--- src/rtl/dlsc_pcie_s6_outbound_write_ctrl.sv ---
// dlsc_pcie_s6_outbound_write_ctrl
//
// Controls the outbound AXI->PCIe write buffer around link and bus-master changes.
// It gates new write commands, drains or flushes outstanding writes, and holds off
// until the link is usable again.
//
// Optional feature: define DLSC_PCIE_WR_TIMEOUT_EN to enable the DRAIN timeout.
// When the timeout fires, a stuck drain becomes a forced flush and timeout_err is set.
// Without the macro, DRAIN waits indefinitely for !wr_busy or !link_up, and
// timeout_err is tied low.
//
// Parameters:
//   TIMEOUT  DRAIN cycles allowed before a forced flush (2..65536).
//   CNTB     width of flush_count.
//
// Ports:
//   clk, rst_n     clock; asynchronous active-low reset
//   link_up        PCIe link up (level)
//   bus_master_en  Bus Master Enable from config space (level)
//   sw_flush       software flush request (level)
//   wr_busy        write buffer has outstanding transactions
//   wr_disable     blocks new AXI write commands
//   wr_flush       write buffer discards payload and returns SLVERR
//   ctrl_run       high only in RUN
//   flush_done     one-cycle pulse on entry to HOLD from DRAIN or FLUSH
//   timeout_err    sticky DRAIN-timeout flag
//   err_clear      clears timeout_err (a same-cycle set wins)
//   flush_count    saturating count of entries into FLUSH
module dlsc_pcie_s6_outbound_write_ctrl #(
  parameter int unsigned TIMEOUT = 1024,
  parameter int unsigned CNTB    = 8
) (
  input  logic            clk,
  input  logic            rst_n,
  input  logic            link_up,
  input  logic            bus_master_en,
  input  logic            sw_flush,
  input  logic            wr_busy,
  output logic            wr_disable,
  output logic            wr_flush,
  output logic            ctrl_run,
  output logic            flush_done,
  output logic            timeout_err,
  input  logic            err_clear,
  output logic [CNTB-1:0] flush_count
);

  typedef enum logic [1:0] {StRun, StDrain, StFlush, StHold} state_e;

  state_e          state_q, state_d;
  logic            wr_disable_q, wr_flush_q, ctrl_run_q, flush_done_q;
  logic [CNTB-1:0] flush_count_q, flush_count_d;
  logic            timeout_set;

`ifdef DLSC_PCIE_WR_TIMEOUT_EN
  localparam int unsigned TW = $clog2(TIMEOUT);
  localparam logic [TW-1:0] TimerMax = TW'(TIMEOUT - 1);

  logic [TW-1:0] timer_q, timer_d;
  logic          timeout_err_q, timeout_err_d;

  // The timer reads zero on the first DRAIN cycle and counts every DRAIN cycle.
  assign timer_d = (state_q == StDrain) ? timer_q + 1'b1 : '0;

  always_comb begin
    timeout_err_d = timeout_err_q;
    if (timeout_set) begin
      timeout_err_d = 1'b1;
    end else if (err_clear) begin
      timeout_err_d = 1'b0;
    end
  end

  always_ff @(posedge clk or negedge rst_n) begin
    if (!rst_n) begin
      timer_q       <= '0;
      timeout_err_q <= 1'b0;
    end else begin
      timer_q       <= timer_d;
      timeout_err_q <= timeout_err_d;
    end
  end

  assign timeout_err = timeout_err_q;
`else
  localparam int unsigned unused_timeout = TIMEOUT;
  logic unused_err_clear;
  assign unused_err_clear = err_clear;
  assign timeout_err      = 1'b0;
`endif

  always_comb begin
    state_d     = state_q;
    timeout_set = 1'b0;
    unique case (state_q)
      StRun: begin
        // Link loss has priority over a drain request.
        if (!link_up) begin
          state_d = StFlush;
        end else if (!bus_master_en || sw_flush) begin
          state_d = StDrain;
        end
      end
      StDrain: begin
        if (!wr_busy) begin
          state_d = StHold;
        end else if (!link_up) begin
          state_d = StFlush;
`ifdef DLSC_PCIE_WR_TIMEOUT_EN
        end else if (timer_q == TimerMax) begin
          state_d     = StFlush;
          timeout_set = 1'b1;
`endif
        end
      end
      StFlush: begin
        if (!wr_busy) begin
          state_d = StHold;
        end
      end
      StHold: begin
        if (link_up && bus_master_en && !sw_flush) begin
          state_d = StRun;
        end
      end
      default: state_d = StHold;
    endcase
  end

  // Saturating count of FLUSH entries from RUN or DRAIN.
  always_comb begin
    flush_count_d = flush_count_q;
    if (state_d == StFlush && state_q != StFlush && flush_count_q != {CNTB{1'b1}}) begin
      flush_count_d = flush_count_q + 1'b1;
    end
  end

  // Outputs are registered from the next state, which gives one cycle of latency
  // from a sampled input to the outputs.
  always_ff @(posedge clk or negedge rst_n) begin
    if (!rst_n) begin
      state_q       <= StHold;
      wr_disable_q  <= 1'b1;
      wr_flush_q    <= 1'b0;
      ctrl_run_q    <= 1'b0;
      flush_done_q  <= 1'b0;
      flush_count_q <= '0;
    end else begin
      state_q       <= state_d;
      wr_disable_q  <= (state_d != StRun);
      wr_flush_q    <= (state_d == StFlush);
      ctrl_run_q    <= (state_d == StRun);
      flush_done_q  <= (state_d == StHold) && (state_q == StDrain || state_q == StFlush);
      flush_count_q <= flush_count_d;
    end
  end

  assign wr_disable  = wr_disable_q;
  assign wr_flush    = wr_flush_q;
  assign ctrl_run    = ctrl_run_q;
  assign flush_done  = flush_done_q;
  assign flush_count = flush_count_q;

endmodule

--- config.mk ---
export PLATFORM = sky130hd
export DESIGN_NAME = dlsc_pcie_s6_outbound_write_ctrl
export DESIGN_NICKNAME = d
export VERILOG_FILES = /design/src/rtl/dlsc_pcie_s6_outbound_write_ctrl.sv
export SDC_FILE = /design/constraint.sdc
export NUM_CORES = 1
export LEC_CHECK = 0
export CAP_MARGIN = 20
export CORE_UTILIZATION = 51
export CTS_CLUSTER_DIAMETER = 80
export DETAILED_ROUTE_END_ITERATION = 8
export GPL_TIMING_DRIVEN = 0
export PLACE_DENSITY = 0.92
export SLEW_MARGIN = 20
export SYNTH_ARGS = -nofsm -noshare
export SYNTH_HDL_FRONTEND = slang
export SYNTH_SLANG_ARGS = --single-unit
--- constraint.sdc ---
create_clock -name clk -period 4.3 [get_ports clk]
set_input_delay 1.075 -clock clk [delete_from_list [all_inputs] [get_ports clk]]
set_output_delay 1.075 -clock clk [all_outputs]
set_load 0.01 [all_outputs]
==> results.py <==
metrics = {
    "outcome": {
        "status": "finished clean",
    },
    "synthesis": {
        "ys_warn_count": 0,
        "synthTopCellsByArea": "dfrtp_1 (33%), dfstp_2 (9.4%), ha_1 (7.4%)",
        "syn_area_per_cell_um2": 11.1,
        "ys_ff_latch": 14,
        "synthArstFlopShare_pct": 100,
        "yosysTopAreaCell": "dfrtp_1",
        "synth-seq-area-share_pct": 42.1,
        "synthTopCellsByCount": "dfrtp_1 (11), inv_1 (6), ha_1 (5), xor2_1 (5), nand3_1 (4)",
        "synth.top_cell.area_share_pct": 32.7,
        "syn_area_um2": 842,
        "yosys.cell_types.count": 33,
        "synthCells": 76,
        "synth_ff_type": "dfrtp_1",
        "syn_nets": 88,
        "synth_most_common_cell": "dfrtp_1",
        "synth_edf_count": 0,
    },
    "clock_network": {
        "cts_resized": 0,
        "htreeDepth": 1,
        "cts_tree": "yes",
        "clock_path_buffers": 2,
        "path_clk_slew_ns": 0.09,
        "cts_made_buffers": 3,
        "hold_buffers": 0,
        "clock_latency_ns": 0.28,
        "post_cts_buffers": 0,
        "cts_sinks": 14,
        "clock-root-buffer": "clkbuf_4",
    },
    "global_route": {
        "grt_max_degree": 15,
        "grt_pass1_wl_mm": 2.67,
        "grt_usage_pct": 19.1,
        "antenna_found_initial": 0,
        "grt_overflow_total": 0,
        "first_global_vias": 607,
    },
    "power": {
        "switching_share_pct": 42.3,
        "pwr_density_cell_mw_per_mm2": 765,
        "leakage_nw": 0.466,
        "comb_power_share_pct": 58.4,
        "finalPower_mw": 0.810,
        "switching_power_mw": 0.342,
        "pwr-share-seq_pct": 32.0,
        "intPower_mw": 0.467,
        "pwr-share-clk_pct": 9.6,
        "peakVddDrop_uv": 422,
    },
    "sta": {
        "relSlewSlack_pct": 59.3,
        "fin_crit_ns": 2.69,
        "fin_crit_sh_pct": 62.5,
        "finClkSkew_ns": 0.0100,
        "setup-tns-final_ns": 0,
        "slew_viol_final": 0,
        "setup_viol_count_final": 0,
        "worstMarginPinSlew_ns": 0.609,
        "hold_viol_final": 0,
        "max_clock_freq_mhz": 372,
        "rsz0062_at_grt": "false",
    },
    "critical_path": {
        "end_kind": "flop",
        "reg2reg_to": "flush_count[2]$_DFFE_PN0P_",
        "slowest_delay_ns": 0.53,
        "crit_arrival_ns": 2.87,
        "slowest_stage": "clkdlybuf4s50_1",
        "crit_path_start_kind": "input port",
        "startpoint": "link_up",
        "crit_chain": "clkdlybuf4s50_1, and3b_1, o21a_1, o22ai_2, buf_6, nor4b_2, mux2_4",
        "crit_buf_inv": 2,
        "crit_type": "input port to flop",
        "r2r_cells": 8,
        "r2r_start": "state_q[0]$_DFF_PN1_",
        "critical_path.top_delay_family": "buffers and inverters",
        "r2r_slack_ns": 2.04,
        "cp.required_ns": 4.48,
        "path_max_fanout": 10,
    },
    "min_path": {
        "hold_start": "flush_count[5]$_DFFE_PN0P_",
        "min_to": "flush_count[5]$_DFFE_PN0P_",
        "hold_class": "flop to flop",
        "holdPathStages": 1,
    },
    "floorplanning": {
        "die_w_um": 42.6,
        "start_util_pct": 55.3,
        "ioPinCount": 20,
        "die-area_mm2": 0.00182,
        "rows": 14,
        "coreArea_mm2": 0.00152,
        "die_y_um": 42.6,
    },
    "routing": {
        "dr.pass1.iters": 2,
        "vias": 656,
        "viasPerCell": 5.81,
        "first_iter_violations": 4,
        "wl_mm": 1.50,
        "wl_per_cell_um": 13.3,
        "drc": 0,
        "postRouteAntennaNets": 0,
    },
    "final_layout": {
        "n_antenna_cell": 0,
        "drive_gt1_share_pct": 18.6,
        "fin_nets": 110,
        "area_delta_synth_final_pct": 25.7,
    },
    "run": {
        "cap_viol_max_count": 0,
    },
    "place": {
        "gp_congestion": 0.719,
        "dp_hpwl_mm": 1.14,
        "io_buffers": 17,
    },
}
-- placed cells by master, fill, tap and decap left out, types with 2 or more instances in the layout --
| cell | count |
|---|---|
| ha_1 | 5 |
| buf_4 | 2 |
| clkbuf_4 | 3 |
| nand2_1 | 3 |
| a21oi_1 | 3 |
| nand3_1 | 4 |
| inv_1 | 6 |
| nand2b_1 | 2 |
| nor4b_2 | 2 |
| dfrtp_1 | 11 |
| nand4b_1 | 2 |
| clkdlybuf4s50_1 | 17 |
| nor3_1 | 3 |
| mux2_4 | 2 |
| o21ai_0 | 2 |
| nor2_1 | 2 |
| dfstp_2 | 3 |
| and3_1 | 3 |
| xor2_1 | 5 |
-- worst max path at each step --
stage,to,cells past startpoint
floorplan,flush_count[1]$_DFFE_PN0P_,5
global placement,flush_count[1]$_DFFE_PN0P_,6
detailed placement,flush_count[1]$_DFFE_PN0P_,6
CTS,flush_count[1]$_DFFE_PN0P_,6
global route,flush_count[2]$_DFFE_PN0P_,6
finish,flush_count[2]$_DFFE_PN0P_,7
-- registers in the layout, summed over array words and instances, names as in the netlist --
| signal | count |
|---|---|
| wr_flush | 1 |
| flush_count | 8 |
| wr_disable | 1 |
| ctrl_run | 1 |
| state_q | 2 |
| flush_done | 1 |
-- final cells by class --
| type | instances | area [µm²] |
|---|---|---|
| fill | 110 | 465 |
| multi-input combinational | 53 | 439 |
| sequential | 14 | 354 |
| timing repair buffer | 17 | 170 |
| clock buffer | 4 | 26.3 |
| buffer | 3 | 26.3 |
| inverter | 6 | 22.5 |
| tap | 16 | 20.0 |
-- per-stage QoR --
step           area, µm²  setup WS (ns)  util, %  instances  hold slack [ns]
5_1_grt             1060           1.52     69.5        113            0.536
3_3_place_gp        1030           1.31     67.7        109            0.472
6_report            1060           1.61     69.5        113            0.498
2_1_floorplan        842           1.92        -         76            0.515
3_5_place_dp        1030           1.30     67.7        109            0.484
4_1_cts             1060           1.59     69.5        113            0.502
-- metal layers --
layer	track usage, %	routed length [µm]
met4	5.63	21
met5	0	0
met3	3.88	51
met1	25.0	653
met2	31.5	775
-- power groups by stage --
stage	Clock (mW)	Sequential [mW]	Combinational (mW)
floorplan	0	0.273	0.298
global placement	0	0.256	0.453
detailed placement	0	0.260	0.474
CTS	0.0785	0.259	0.475
global route	0.0845	0.270	0.518
finish	0.0778	0.259	0.473
-- cells by family (layout without fill, tap and decap cells) --
logic type / Yosys count / count (layout) / share of synthesized area, %
muxes: 3 / 3 / 4.90
and+or+nand+nor: 29 / 29 / 26.0
buffers and inverters: 9 / 30 / 5.79
AOI/OAI and AO/OA: 10 / 10 / 8.17
adders and majority gates: 5 / 5 / 7.43
xor gates and xnor gates: 5 / 5 / 5.20
DFF: 14 / 14 / 42.1
other: 1 / 1 / 0.445
No activity file was read; power rests on OpenSTA's default activity.
